## src/rtl/adder_share_arbiter_if.sv

```systemverilog
// Request/response bundle for the shared adder arbiter.
// rsp_cout is present only when ADDER_COUT_EN is defined.
interface adder_share_arbiter_if #(
    parameter int NREQ  = 4,
    parameter int WIDTH = 32
);
    localparam int IDW = $clog2(NREQ);

    logic [NREQ-1:0]       req_valid;
    logic [NREQ-1:0]       req_ready;
    logic [NREQ*WIDTH-1:0] req_a;
    logic [NREQ*WIDTH-1:0] req_b;
    logic                  rsp_valid;
    logic                  rsp_ready;
    logic [IDW-1:0]        rsp_id;
    logic [WIDTH-1:0]      rsp_sum;
`ifdef ADDER_COUT_EN
    logic                  rsp_cout;

    modport master (
        output req_valid, req_a, req_b, rsp_ready,
        input  req_ready, rsp_valid, rsp_id, rsp_sum, rsp_cout
    );
    modport slave (
        input  req_valid, req_a, req_b, rsp_ready,
        output req_ready, rsp_valid, rsp_id, rsp_sum, rsp_cout
    );
`else
    modport master (
        output req_valid, req_a, req_b, rsp_ready,
        input  req_ready, rsp_valid, rsp_id, rsp_sum
    );
    modport slave (
        input  req_valid, req_a, req_b, rsp_ready,
        output req_ready, rsp_valid, rsp_id, rsp_sum
    );
`endif
endinterface

```

## src/rtl/adder_share_arbiter.sv

```systemverilog
// Round-robin arbiter sharing one ripple-carry adder among NREQ requesters.
// Define ADDER_COUT_EN to add the registered rsp_cout output.
module adder_share_arbiter #(
    parameter int NREQ  = 4,
    parameter int WIDTH = 32
) (
    input  logic                  clk,
    input  logic                  rst_n,
    adder_share_arbiter_if.slave  bus
);
    localparam int IDW = $clog2(NREQ);

    typedef enum logic [1:0] {
        S_IDLE,
        S_ADD,
        S_RESP
    } state_t;

    state_t           r_state;
    state_t           w_next;
    logic [IDW-1:0]   r_ptr;
    logic [IDW-1:0]   r_gid;
    logic [IDW-1:0]   r_rsp_id;
    logic [WIDTH-1:0] r_a;
    logic [WIDTH-1:0] r_b;
    logic [WIDTH-1:0] r_sum;
    logic             r_valid;
    logic [IDW-1:0]   w_win;
    logic [IDW:0]     w_idx;
    logic             w_found;
    logic             w_take;
    logic [IDW-1:0]   w_ptr_nxt;
    logic [NREQ-1:0]  w_ready;
    logic [WIDTH-1:0] w_sum;
    logic [WIDTH-2:0] w_c;

    // First valid requester at or after ptr, wrapping modulo NREQ
    always_comb begin
        w_found = 1'b0;
        w_win   = '0;
        w_idx   = '0;
        for (int k = 0; k < NREQ; k++) begin
            w_idx = {1'b0, r_ptr} + (IDW+1)'(k);
            if (w_idx >= (IDW+1)'(NREQ))
                w_idx = w_idx - (IDW+1)'(NREQ);
            if (!w_found && bus.req_valid[w_idx[IDW-1:0]]) begin
                w_found = 1'b1;
                w_win   = w_idx[IDW-1:0];
            end
        end
    end

    assign w_take    = (r_state == S_IDLE) && w_found;
    assign w_ptr_nxt = (w_win == IDW'(NREQ - 1)) ? '0 : w_win + IDW'(1);

    always_comb begin
        w_ready = '0;
        if (w_take && rst_n)
            w_ready = NREQ'(1) << w_win;
    end

    always_ff @(posedge clk or negedge rst_n) begin
        if (!rst_n)
            r_state <= S_IDLE;
        else
            r_state <= w_next;
    end

    always_comb begin
        w_next = r_state;
        unique case (r_state)
            S_IDLE: if (w_found) w_next = S_ADD;
            S_ADD:  w_next = S_RESP;
            S_RESP: if (bus.rsp_ready) w_next = S_IDLE;
            default: w_next = S_IDLE;
        endcase
    end

    // Ripple chain: half adder at bit 0, full adders above
    assign w_sum[0] = r_a[0] ^ r_b[0];
    assign w_c[0]   = r_a[0] & r_b[0];
    for (genvar i = 1; i < WIDTH; i++) begin : g_fa
        assign w_sum[i] = r_a[i] ^ r_b[i] ^ w_c[i-1];
        if (i < WIDTH - 1) begin : g_c
            assign w_c[i] = (r_a[i] & r_b[i]) | (w_c[i-1] & (r_a[i] ^ r_b[i]));
        end
    end

`ifdef ADDER_COUT_EN
    logic w_cout;
    logic r_cout;
    assign w_cout = (r_a[WIDTH-1] & r_b[WIDTH-1])
                  | (w_c[WIDTH-2] & (r_a[WIDTH-1] ^ r_b[WIDTH-1]));

    always_ff @(posedge clk or negedge rst_n) begin
        if (!rst_n)
            r_cout <= 1'b0;
        else if (r_state == S_ADD)
            r_cout <= w_cout;
    end

    assign bus.rsp_cout = r_cout;
`endif

    always_ff @(posedge clk or negedge rst_n) begin
        if (!rst_n) begin
            r_ptr    <= '0;
            r_gid    <= '0;
            r_rsp_id <= '0;
            r_a      <= '0;
            r_b      <= '0;
            r_sum    <= '0;
            r_valid  <= 1'b0;
        end else begin
            if (w_take) begin
                r_a   <= bus.req_a[w_win*WIDTH +: WIDTH];
                r_b   <= bus.req_b[w_win*WIDTH +: WIDTH];
                r_gid <= w_win;
                r_ptr <= w_ptr_nxt;
            end
            if (r_state == S_ADD) begin
                r_sum    <= w_sum;
                r_rsp_id <= r_gid;
                r_valid  <= 1'b1;
            end
            if (r_state == S_RESP && bus.rsp_ready)
                r_valid <= 1'b0;
        end
    end

    assign bus.req_ready = w_ready;
    assign bus.rsp_valid = r_valid;
    assign bus.rsp_id    = r_rsp_id;
    assign bus.rsp_sum   = r_sum;
endmodule

```

## src/flat_wrapper.sv

```systemverilog
// flat-port wrapper written by rule: the top's interface ports become plain ports
module adder_share_arbiter_flat 
#(
    parameter int NREQ  = 4,
    parameter int WIDTH = 32
)
  (clk, rst_n, bus_req_valid, bus_req_a, bus_req_b, bus_rsp_ready, bus_req_ready, bus_rsp_valid, bus_rsp_id, bus_rsp_sum);
  adder_share_arbiter_if #(.NREQ(NREQ), .WIDTH(WIDTH)) bus_i ();
  input  logic clk;
  input  logic rst_n;
  input wire logic [$bits(bus_i.req_valid)-1:0] bus_req_valid;
  input wire logic [$bits(bus_i.req_a)-1:0] bus_req_a;
  input wire logic [$bits(bus_i.req_b)-1:0] bus_req_b;
  input wire logic [$bits(bus_i.rsp_ready)-1:0] bus_rsp_ready;
  output wire logic [$bits(bus_i.req_ready)-1:0] bus_req_ready;
  output wire logic [$bits(bus_i.rsp_valid)-1:0] bus_rsp_valid;
  output wire logic [$bits(bus_i.rsp_id)-1:0] bus_rsp_id;
  output wire logic [$bits(bus_i.rsp_sum)-1:0] bus_rsp_sum;
  assign bus_i.req_valid = bus_req_valid;
  assign bus_i.req_a = bus_req_a;
  assign bus_i.req_b = bus_req_b;
  assign bus_i.rsp_ready = bus_rsp_ready;
  assign bus_req_ready = bus_i.req_ready;
  assign bus_rsp_valid = bus_i.rsp_valid;
  assign bus_rsp_id = bus_i.rsp_id;
  assign bus_rsp_sum = bus_i.rsp_sum;
  adder_share_arbiter #(.NREQ(NREQ), .WIDTH(WIDTH)) u_core (.clk(clk), .rst_n(rst_n), .bus(bus_i));
endmodule
```

## config.mk

```make
export PLATFORM = sky130hd
export DESIGN_NAME = adder_share_arbiter_flat
export DESIGN_NICKNAME = d
export VERILOG_FILES = /design/src/rtl/adder_share_arbiter_if.sv /design/src/rtl/adder_share_arbiter.sv /design/src/flat_wrapper.sv
export SDC_FILE = /design/constraint.sdc
export NUM_CORES = 1
export LEC_CHECK = 0
export CAP_MARGIN = 20
export CORE_AREA = 2 2 119 121
export CTS_CLUSTER_DIAMETER = 30
export DETAILED_ROUTE_END_ITERATION = 12
export DIE_AREA = 0 0 121 123
export DONT_BUFFER_PORTS = 1
export PLACE_DENSITY = 0.66
export SETUP_SLACK_MARGIN = 0.15
export SLEW_MARGIN = 30
export SYNTH_ARGS = -nofsm -noshare
export SYNTH_HDL_FRONTEND = slang
export SYNTH_SLANG_ARGS = --single-unit
```

## constraint.sdc

```tcl
create_clock -name clk -period 32 [get_ports clk]
set_clock_uncertainty 0.15 [all_clocks]
set_input_delay 4.8 -clock clk [delete_from_list [all_inputs] [get_ports clk]]
set_output_delay 4.8 -clock clk [all_outputs]
set_load 0.05 [all_outputs]
```

==> results_dict.tcl, run 1 <==
set metrics [dict create \
    run_status "finished, final reports clean" \
    crit_buf_inv 2 \
    cts_resized 0 \
    track_usage_pct 19.6 \
    crit_top_cell "fa_1" \
    io_pins 302 \
    power_leakage_nw 3.31 \
    post-route-drc-count 0 \
    synthCells 584 \
    drt-initial-drc-count 190 \
    wl_per_cell_um 20.0 \
    slew_viol_final 0 \
    grt_overflow 0 \
    place_hpwl_um 10800 \
    num_rows 43 \
    grt_pass1_vias 4461 \
    finalHoldViolCount 0 \
    p_sw_mw 0.372 \
    synth.top_cell.area_share_pct 41.9 \
    rsz0062_at_grt "no" \
    synth_seq_area_share_pct 41.9 \
    setup_viol 0 \
    drive_above_1_share_pct 5.02 \
    arrival_ns 14.87 \
    viasPerCell 5.90 \
    synth_area_mm2 0.00626 \
    synth_edf_count 0 \
    cp_slowest_stage_delay_ns 0.48 \
    routabilityCongestion 0.860 \
    syn_area_per_cell_um2 10.7 \
    slew_headroom_pct 44.9 \
    drt_pass1_iterations 4 \
    grt_max_degree 110 \
    synth_largest_area_cell "dfrtp_1" \
    synth.distinct_cells 28 \
    place_ws_ns 17.05 \
    crit_fanout 2 \
    routed_wl_um 14700 \
    insertion_delay_ns 0.34 \
    layout.nets 852 \
    die_h_um 123 \
    synth_top_family_by_area "multiplexers" \
    synthXorXnorAreaFrac_pct 0.280 \
    post_cts_buffers 0 \
    path_delay_family "adder cells" \
    layout_min_cycle_time_ns 14.82 \
    die_x_um 121 \
    path_clk_slew_ns 0.07 \
    combPwrFrac_pct 43.7 \
    path_class "flop to flop" \
    cts_buffers 9 \
    synth-main-ff-cell "dfrtp_1" \
    syn_to_final_growth_pct 5.49 \
    cpMaxStageDelayCell "fa_1" \
    p_clk_share_pct 14.7 \
    holdBufCountCts 0 \
    port_buffers 0 \
    fin_util_pct 48.6 \
    grt_pass1_wl_um 22500 \
    min_period_over_period_pct 46.3 \
    layout_commonest_cell "nand2_1" \
    core_area_mm2 0.0136 \
    setup_slack_ns 17.18 \
    vdd_drop_max_v 0.0000739 \
    whs_ns 0.323 \
    synth_simple_gate_area_share_pct 11.4 \
    tns_ns 0 \
    most-common-layout-cells "nand2_1 (168), mux2i_1 (128), dfrtp_1 (105), o221ai_1 (64), fa_1 (30)" \
    clockBufferDepth 2 \
    yosysWarnings 0 \
    seq_power_share_pct 41.6 \
    p_int_mw 0.418 \
    ys_async_sr_fraction_pct 100 \
    cts.root.buffer_cell "clkbuf_16" \
    antenna_found_initial 0 \
    hp-class "flop to flop" \
    start_util_pct 46.0 \
    synth_nets 882 \
    clock.fmax_ghz 0.0675 \
    ys_seq_elements 105 \
    power_per_cell_area_mw_per_mm2 120 \
    synthAdderAreaFrac_pct 10.6 \
    p_sw_share_pct 47.1 \
    cts_tree "done" \
    startpoint_type "flop" \
    dieArea_mm2 0.0149 \
    antenna_cells 0 \
    critPathRequiredTime_ns 32.05 \
    drt.antenna.violating_nets 0 \
    synthMuxAreaShare_pct 20.5 \
    max_cap_viol_count 0 \
    worst_pin_slew_ns 0.824 \
    synth_compound_area_share_pct 10.4 \
    num_vias 4351 \
    cp-end-kind "flop" \
    yosys-top-cells-area "dfrtp_1 (42%), mux2i_1 (20%), nand2_1 (10%), fa_1 (9.6%), o221ai_1 (8.9%)" \
    htree_levels 3 \
    numClockSinks 105 \
]
[layer usage]
metal / global-route usage (%) / share of wire (%)
met1: 23.2 / 39
met3: 4.01 / 7.0
met2: 35.2 / 52
met4: 7.63 / 2.1
met5: 0 / 0
[synth_stat cells (2+ instances only)]
master / count
nand2_2: 2
nor2_1: 2
buf_4: 2
o21ai_0: 4
mux2i_1: 128
and3_1: 4
buf_6: 12
clkbuf_1: 22
nor2b_1: 2
ha_1: 5
buf_2: 8
fa_1: 30
nand2_1: 168
o221ai_1: 64
nand2b_1: 4
inv_2: 2
a21oi_1: 4
inv_1: 7
dfrtp_1: 105
[power groups by stage]
stage          Combinational (mW)  Clock [mW]  Sequential, mW
3_5_place_dp                0.349           0           0.333
6_report                    0.346       0.116           0.329
4_1_cts                     0.350       0.119           0.331
5_1_grt                     0.396       0.124           0.337
2_1_floorplan               0.301           0           0.314
3_3_place_gp                0.333           0           0.331
[area by class of cell]
class / instances / area, um2
well taps: 180 / 225
flip-flops and latches: 105 / 2630
clock inverters: 2 / 35.0
repair buffers: 3 / 46.3
clock buffers: 13 / 280
fillers: 1243 / 7000
inverters: 10 / 40.0
multi-input cells: 425 / 3350
[cells by family (layout without fill, tap and decap cells)]
logic type      Yosys count  after routing
simple gates            182            182
mux                     128            128
flops                   105            105
compound gates           78             78
buf+inv                  54             28
fa+ha+maj                35             35
xor+xnor                  2              2
[worst reg2reg max path, delay by kind of cell (launching register included)]
| family | cells | cell delay (ns) |
|---|---|---|
| xor+xnor | 1 | 0.15 |
| flops | 1 | 0.38 |
| compound gates | 1 | 0.08 |
| buf+inv | 2 | 0.14 |
| fa+ha+maj | 31 | 13.80 |
[through the flow]
stage / total power, mW / cell area, um2 / cells
2_1_floorplan: 0.615 / 6260 / 584
3_3_place_gp: 0.665 / 6250 / 722
3_5_place_dp: 0.682 / 6260 / 722
4_1_cts: 0.800 / 6580 / 737
5_1_grt: 0.857 / 6610 / 738
6_report: 0.790 / 6610 / 738
[state kept, by name, indices dropped and copies added (netlist names)]
signal                cells
u_core.r_b               32
u_core.bus.rsp_id         2
u_core.r_state            2
u_core.r_ptr              2
u_core.bus.rsp_valid      1
u_core.r_gid              2
u_core.r_a               32
u_core.bus.rsp_sum       32
[final timing paths]
| check | endpoint | slack [ns] | depth (start not counted) | startpoint |
|---|---|---|---|---|
| max | u_core.bus.rsp_sum[31] | 17.18 | 35 | u_core.r_b[0] |
| min | u_core.bus.rsp_id[0] | 0.32 | 2 | u_core.r_gid[0] |
| max reg2reg | u_core.bus.rsp_sum[31] | 17.18 | 35 | u_core.r_b[0] |
| min reg2reg | u_core.bus.rsp_id[0] | 0.32 | 2 | u_core.r_gid[0] |
| max in group asynchronous | u_core.r_a[26] | 27.57 | 0 | rst_n |
| min in group asynchronous | u_core.bus.rsp_sum[4] | 4.00 | 0 | rst_n |
Power figures use the tool's default switching activity.
==> run 2, diff against run 1 <==
- PLACE_DENSITY: 0.66 -> 0.68
- clock period: 32 -> 12.46 ns (I/O delays scaled with it)
==> run 2 against run 1 <==
Effect of this change: core utilization increased by 0.37 points; critical path depth stayed put; combinational power grew to 2.7 times the previous value; final cell count unchanged; critical path type unchanged; final area is 0.76% higher; highest routed layer unchanged; clock power up 130%; sequential power grew to 2.6 times the previous value.
==> results_dict.tcl, run 2 (synthesis gave the netlist of run 1 again) <==
set metrics [dict create \
    run_status "finished, final reports clean" \
    rsz0062_at_grt "no" \
    cpMaxStageDelayCell "fa_2" \
    fin_cells 738 \
    drive_above_1_share_pct 10.6 \
    cts.root.buffer_cell "clkbuf_16" \
    min_period_over_period_pct 95.7 \
    drt.antenna.violating_nets 0 \
    post_cts_buffers 0 \
    startpoint_type "flop" \
    whs_ns 0.321 \
    start_util_pct 46.0 \
    most-common-layout-cells "nand2_1 (168), mux2i_1 (128), dfrtp_1 (105), o221ai_1 (64), fa_2 (29)" \
    core_area_mm2 0.0136 \
    crit_top_cell "fa_2" \
    dieArea_mm2 0.0149 \
    insertion_delay_ns 0.35 \
    layout_commonest_cell "nand2_1" \
    rr_worst_depth 35 \
    path_class "flop to flop" \
    finalHoldViolCount 0 \
    max_cap_viol_count 0 \
    cts_buffers 9 \
    startpoint "u_core.r_a[0]" \
    numClockSinks 105 \
    routed_wl_um 15500 \
    layout_min_cycle_time_ns 11.93 \
    port_buffers 0 \
    syn_to_final_growth_pct 6.29 \
    path_delay_family "adder cells" \
    num_rows 43 \
    crit_buf_inv 2 \
    die_x_um 121 \
    crit_fanout 2 \
    slew_viol_final 0 \
    fin_util_pct 48.9 \
    place_hpwl_um 11300 \
    hp-class "flop to flop" \
    reg2reg_to "u_core.bus.rsp_sum[30]" \
    grt_overflow 0 \
    r2r_start "u_core.r_a[0]" \
    r2r_slack_ns 0.53 \
    drt_pass1_iterations 4 \
    grt_max_degree 110 \
    grt_pass1_wl_um 23300 \
    cp-end-kind "flop" \
    antenna_cells 0 \
    dp.cells 722 \
    layout.nets 852 \
    slew_headroom_pct 46.7 \
    worst_pin_slew_ns 0.798 \
    wl_per_cell_um 21.0 \
    grt_pass1_vias 4493 \
    num_vias 4426 \
    post-route-drc-count 0 \
    setup_viol 0 \
    power_leakage_nw 3.26 \
    holdPathEnd "u_core.bus.rsp_id[1]" \
    hp-start "u_core.r_gid[1]" \
    clockBufferDepth 2 \
    final.fill_count 1242 \
    arrival_ns 12.06 \
    routabilityCongestion 0.832 \
    vdd_drop_max_v 0.000116 \
    die_h_um 123 \
    antenna_found_initial 0 \
    path_clk_slew_ns 0.07 \
    cts_tree "done" \
    track_usage_pct 20.7 \
    htree_levels 3 \
    cp_slowest_stage_delay_ns 0.54 \
    power_per_cell_area_mw_per_mm2 308 \
    viasPerCell 6.00 \
    clock.fmax_ghz 0.0838 \
    io_pins 302 \
    drt-initial-drc-count 173 \
    critPathRequiredTime_ns 12.59 \
    holdPathStages 2 \
]
## run 2: worst min-delay path, cell delays in order, from the launching register on
cell,delay (ns)
dfrtp_1,0.34
nand2_1,0.05
nand2_1,0.05
## run 2: repair_timing
item	in CTS	in global routing
hold buffers	0	0
pin swaps	22	22
resized for setup	4	2
setup endpoints to repair	2	2
endpoints found under the hold margin	0	0
## run 2: worst max path at each step
| stage | endpoint | slack [ns] | cells after the start |
|---|---|---|---|
| 6_report | u_core.bus.rsp_sum[30] | 0.53 | 35 |
| 5_1_grt | u_core.bus.rsp_sum[31] | 0.17 | 35 |
| 4_1_cts | u_core.bus.rsp_sum[31] | 0.17 | 35 |
| 3_5_place_dp | u_core.bus.rsp_sum[31] | -0.22 | 35 |
| 3_3_place_gp | u_core.bus.rsp_sum[31] | -0.09 | 35 |
| 2_1_floorplan | u_core.bus.rsp_sum[31] | 0.20 | 35 |
## run 2: routing by layer
| metal | track usage (%) | share of wire, % | vias up | routed length [um] |
|---|---|---|---|---|
| met5 | 0 | 0 | - | 0 |
| met4 | 8.65 | 2.2 | 0 | 341 |
| met3 | 4.47 | 6.6 | 23 | 1030 |
| met2 | 36.8 | 52 | 217 | 8050 |
| met1 | 24.3 | 39 | 2176 | 6050 |
| li1 | - | - | 2010 | - |
## run 2: per-stage QoR
stage                     setup slack, ns  power, mW  setup TNS [ns]  area (um2)
after floorplan                     0.204       1.60               0        6330
after global placement            -0.0884       1.73         -0.0884        6320
after detailed placement           -0.221       1.78          -0.345        6330
after CTS                           0.175       2.06               0        6620
after global routing                0.165       2.22               0        6660
final                               0.531       2.05               0        6660
## run 2: power breakdown
| group | internal (mW) | switching (mW) | total [mW] |
|---|---|---|---|
| Clock | 0.151 | 0.119 | 0.270 |
| Combinational | 0.407 | 0.514 | 0.921 |
| Sequential | 0.514 | 0.344 | 0.858 |
| Total | 1.07 | 0.977 | 2.05 |
## run 2: layout make-up
class                           count  area, um2  share of cell area [%]
Multi-Input combinational cell    425       3440                    51.6
Inverter                           10       40.0                   0.601
Sequential cell                   105       2630                    39.5
Timing Repair Buffer                3       46.3                   0.695
Clock inverter                      2       12.5                   0.188
Clock buffer                       13        270                    4.06
Tap cell                          180        225                    3.38
